### src/rtl/cic_ctrl.sv
// Sequencing controller for a decimating CIC filter: owns clear/enable/rate,
// accepts rate changes over a valid/ready handshake and drops settling outputs.
module cic_ctrl #(
    parameter int MAX_DEC_RATE   = 8,
    parameter int DEC_W          = $clog2($clog2(MAX_DEC_RATE + 1)),
    parameter int DATA_WIDTH     = 8,
    parameter int SETTLE_OUTPUTS = 3,
    parameter int DEFAULT_DEC    = 0,
    parameter int CNT_WIDTH      = 16
) (
    input  logic                         clk,
    input  logic                         reset,
    input  logic                         start,
    input  logic                         stop,
    input  logic                         cfg_valid,
    output logic                         cfg_ready,
    input  logic [DEC_W-1:0]             cfg_dec_factor,
    output logic                         cfg_err,
    input  logic                         in_valid,
    output logic                         cic_clear,
    output logic                         cic_enable,
    output logic                         cic_data_in_ready,
    output logic [DEC_W-1:0]             cic_dec_factor,
    input  logic                         cic_data_out_ready,
    input  logic signed [DATA_WIDTH-1:0] cic_data_out,
    output logic                         out_valid,
    output logic signed [DATA_WIDTH-1:0] out_data,
    output logic                         busy,
    output logic                         settled,
    output logic [CNT_WIDTH-1:0]         out_count
);

    typedef enum logic [1:0] {IDLE, CLEAR, SETTLE, RUN} state_t;

    localparam logic [31:0] MAX_CODE    = 32'($clog2(MAX_DEC_RATE));
    localparam logic [3:0]  SETTLE_LAST = 4'(SETTLE_OUTPUTS - 1);

    function automatic logic code_legal(input logic [DEC_W-1:0] code);
        return 32'(code) <= MAX_CODE;
    endfunction

    state_t           state;
    state_t           state_next;
    logic [DEC_W-1:0] dec_reg;
    logic [3:0]       settle_cnt;
    logic             cfg_fire;
    logic             cfg_take;
    logic             cfg_bad;
    logic             fwd;

    always_comb begin
        cfg_ready         = (state != CLEAR);
        cfg_fire          = cfg_valid & cfg_ready;
        cfg_take          = cfg_fire & code_legal(cfg_dec_factor);
        cfg_bad           = cfg_fire & ~code_legal(cfg_dec_factor);
        cic_clear         = (state == CLEAR);
        cic_enable        = (state == SETTLE) || (state == RUN);
        cic_data_in_ready = in_valid & cic_enable;
        cic_dec_factor    = dec_reg;
        busy              = (state != IDLE);
        settled           = (state == RUN);
        fwd               = (state == RUN) & cic_data_out_ready;
    end

    // Next state: stop beats an accepted rate change, which beats start.
    always_comb begin
        state_next = state;
        case (state)
            IDLE: begin
                if (!cfg_take && start) state_next = CLEAR;
            end
            CLEAR: begin
                state_next = stop ? IDLE : SETTLE;
            end
            SETTLE: begin
                if (stop)                  state_next = IDLE;
                else if (cfg_take)         state_next = CLEAR;
                else if (cic_data_out_ready && settle_cnt == SETTLE_LAST)
                                           state_next = RUN;
            end
            RUN: begin
                if (stop)          state_next = IDLE;
                else if (cfg_take) state_next = CLEAR;
            end
            default: state_next = IDLE;
        endcase
    end

    always_ff @(posedge clk) begin
        if (reset) begin
            state      <= IDLE;
            dec_reg    <= DEC_W'(DEFAULT_DEC);
            settle_cnt <= '0;
            cfg_err    <= 1'b0;
        end else begin
            state   <= state_next;
            cfg_err <= cfg_bad;
            if (cfg_take) dec_reg <= cfg_dec_factor;
            if (state == CLEAR)
                settle_cnt <= '0;
            else if (state == SETTLE && cic_data_out_ready)
                settle_cnt <= settle_cnt + 4'd1;
        end
    end

    // Output stage: one-cycle registered forward; count restarts on every clear.
    always_ff @(posedge clk) begin
        if (reset) begin
            out_valid <= 1'b0;
            out_data  <= '0;
            out_count <= '0;
        end else begin
            out_valid <= fwd;
            if (fwd) out_data <= cic_data_out;
            if (state_next == CLEAR || state == CLEAR)
                out_count <= '0;
            else if (fwd)
                out_count <= out_count + 1'b1;
        end
    end

endmodule
### config.mk
export PLATFORM = sky130hd
export DESIGN_NAME = cic_ctrl
export DESIGN_NICKNAME = d
export VERILOG_FILES = /design/src/rtl/cic_ctrl.sv
export SDC_FILE = /design/constraint.sdc
export NUM_CORES = 1
export LEC_CHECK = 0
export CAP_MARGIN = 20
export CORE_ASPECT_RATIO = 0.8
export CORE_MARGIN = 5
export CORE_UTILIZATION = 40
export CTS_BUF_LIST = sky130_fd_sc_hd__clkbuf_8
export DETAILED_ROUTE_END_ITERATION = 10
export DONT_BUFFER_PORTS = 1
export GPL_ROUTABILITY_DRIVEN = 1
export PLACE_DENSITY = 0.62
export SYNTH_ARGS = -nofsm -noshare
export SYNTH_HDL_FRONTEND = slang
export SYNTH_SLANG_ARGS = --single-unit
### constraint.sdc
create_clock -name clk -period 1.25 [get_ports clk]
set_input_delay 0.25 -clock clk [delete_from_list [all_inputs] [get_ports clk]]
set_output_delay 0.25 -clock clk [all_outputs]
set_load 0.02 [all_outputs]
==> reports/results.tsv <==
stage	metric	value	unit
layout	Layout area overhead	53.6	%
placed_design	Post-DP HPWL	2.85	mm
timing	RSZ-0062 raised after global routing	true	
timing	fin crit period	1340	ps
layout	ant diodes	0	
layout	layout cells sized above 1	52.2	%
critical_path	CP max stage delay	380	ps
floorplan	# rows	20	
layout	Net count, final	249	
placed_design	GP Congestion	0.756	
detailed_routing	drt total wl	4.83	mm
global_routing	largest net degree at the start of global routing	19	
synth	Seq cells post-synth	33	
min_path	worst hold path type	in -> reg	
clock_tree	clock buffer depth	2	
clock_tree	clk slew on worst S/H paths	70	ps
global_routing	vias in the first global route	1480	
run_status	status	finished, violations left	
timing	worst hold margin	19.3	ps
synth	syn_area_per_cell	8.26	sq um
synth	top_reg_cell synth	dfxtp_1	
floorplan	core area	3750	sq um
critical_path	critical path arrival	1520	ps
detailed_routing	WL/cell	17.6	um
synth	number of enable flip-flop cells after synthesis	0	
detailed_routing	via/cell ratio	5.58	
synth	synth warn	0	
floorplan	initial core utilization	41.2	%
layout	FF+latch area	699	sq um
layout	multi-input logic area	1020	sq um
timing	slack of the critical path	-90.1	ps
timing	Hold Fails Final Rpt	0	
timing	Layout Skew	9.82	ps
critical_path	crit-path cells	buf_8, buf_6, and3_4, nand4_1, xor2_1, nor2_1	
synth	Mapped Area	1550	sq um
synth	largest area contributor in the netlist	dfxtp_1	
detailed_routing	antenna viol nets, final	0	
layout	Final Util	63.2	%
clock_tree	CTS H-tree depth	2	
critical_path	crit-path leading delay family	simple AND/OR/NAND/NOR gates	
critical_path	Startpoint Class	flip-flop	
critical_path	CP Max Fanout	6	
global_routing	gr usage total	17.0	%
global_routing	first-pass GRT wire length	6.87	mm
detailed_routing	via count	1530	
critical_path	slowest stage cell on the critical path	dfxtp_4	
critical_path	kind of critical path	reg -> reg	
timing	Fmax	746	MHz
detailed_routing	DRT Pass-1 Iters	4	
clock_tree	CTS buffer count	5	
timing	final setup vio count	20	
synth	Post-Syn Instances	187	
synth	Seq/Total Area, Yosys	42.8	%
timing	fin crit share	107	%
floorplan	Die Ht	65.6	um
clock_tree	Root Buffer	clkbuf_8	
synth	main area contributors after synthesis	dfxtp_1 43%, nand2_1 7.3%, xnor2_1 5.7%, a21oi_1 5.5%, nor2_1 4.1%	
timing	fin. max-slew vios	0	
flow_run	# Max-Cap Violations	0	
synth	post-synthesis net count	207	
run_status	failing checks	setup timing	
power	Pleak	0.949	nW
synth	async set-reset flop share out of synthesis	0	%
critical_path	crit end category	flip-flop	
critical_path	worst path required time	1430	ps
synth	count leader, synth	dfxtp_1	
power	pwr/cell area	953	nW/um^2
floorplan	width of the chip	79.5	um
synth	Synth cell types	36	
detailed_routing	drc violations	0	
global_routing	initial antenna violation count	0	
floorplan	full die area	5210	sq um
detailed_routing	DR iter-0 viols	148	
placed_design	port buffer count	0	
critical_path	CP Buf/Inv Count	2	
power	Worst VDD drop	549	uV
synth	Commonest cells post-synth	33 x dfxtp_1, 30 x nand2_1, 17 x a21oi_1, 17 x nor2_1	
floorplan	number of I/O pins	51	
clock_tree	CTS tree	yes	
timing	setup_tns	-692	ps
global_routing	grt ovf	0	
clock_tree	clock latency on the worst-skew pair	290	ps
clock_tree	CTS sink cnt	33	
synth	share of the synthesized area in the top cell type	42.8	%
layout	# fillers	303	
[registers in the layout (all words and copies together), names as in the netlist]
signal          count
cic_dec_factor      2
out_count          16
out_data            8
out_valid           1
settle_cnt          4
state               2
[logic make-up (layout without fill, tap and decap cells)]
logic type / count (synthesis) / count (layout) / synth area share, %
AO/OA/AOI/OAI: 31 / 31 / 11.7
XOR/XNOR: 12 / 12 / 6.80
adder cells (fa/ha/maj): 3 / 3 / 2.43
buffers and inverters: 22 / 65 / 5.99
flip-flops: 33 / 33 / 42.8
multiplexers: 1 / 1 / 0.648
other: 1 / 1 / 0.243
AND/OR/NAND/NOR: 84 / 84 / 29.5
[cell type report]
class                           count  share of cell area (%)
Multi-Input combinational cell    132                    43.0
Sequential cell                    33                    29.5
Timing Repair Buffer               47                    18.5
Clock buffer                        6                    3.48
Tap cell                           44                    2.32
Inverter                           10                    1.69
Clock inverter                      2                    1.58
[repair_timing]
action	CTS	global route
setup buffers	8	5
pin swaps	9	22
resized for setup	36	55
endpoints found under the hold margin	0	3
hold buffers	0	1
endpoints found under the setup margin	21	32
gates cloned	1	1
[final timing paths]
check / from / to / slack [ps] / cells past startpoint
setup / recovery: state[0]$_SDFF_PP0_ / out_count[3]$_SDFFE_PP0P_ / -90 / 6
hold / removal: reset / out_data[4]$_SDFFE_PP0P_ / 20 / 1
setup reg to reg: state[0]$_SDFF_PP0_ / out_count[3]$_SDFFE_PP0P_ / -90 / 6
hold reg to reg: cic_dec_factor[1]$_SDFFE_PP0P_ / cic_dec_factor[1]$_SDFFE_PP0P_ / 560 / 2
[cells in the final DEF (no fill, tap or decap), drive strengths merged]
master        n
ha            3
a31o          2
a31oi         1
bufinv        1
o21ai         6
clkbuf        6
nor2b         2
a21oi        17
and2          3
a2111oi       1
dlygate4sd3   1
nand3         8
nor2         18
xor2          2
xnor2        10
a22oi         2
and3          2
nor4          4
conb          1
nor3          6
inv          10
nand3b        2
nand2        30
o311ai        1
nand2b        2
buf          46
nand4         7
clkinvlp      1
a311oi        1
mux2i         1
dfxtp        33
[metal layers]
| metal | up-vias | share of wire [%] | global-route usage [%] |
|---|---|---|---|
| li1 | 716 | - | - |
| met1 | 723 | 36 | 17.7 |
| met2 | 75 | 52 | 29.8 |
| met3 | 16 | 9.3 | 7.67 |
| met4 | 0 | 2.9 | 6.44 |
| met5 | - | 0 | 0 |
[power breakdown]
group	internal, mW	switching, mW
logic	0.0670	0.0849
clock network	0.648	0.408
registers	1.04	0.0126
total	1.76	0.506
[through the flow]
stage               instances  cell area (sq um)  total power [mW]  setup slack [ps]
floorplan                 187               1590              1.15             -91.7
global placement          250               1820              1.17             -13.5
detailed placement        250               1820              1.17             -98.6
CTS                       267               2130              2.23             -80.2
global route              274               2370              2.34              -154
finish                    274               2370              2.26             -90.1
No activity file was read; power rests on OpenSTA's default activity.
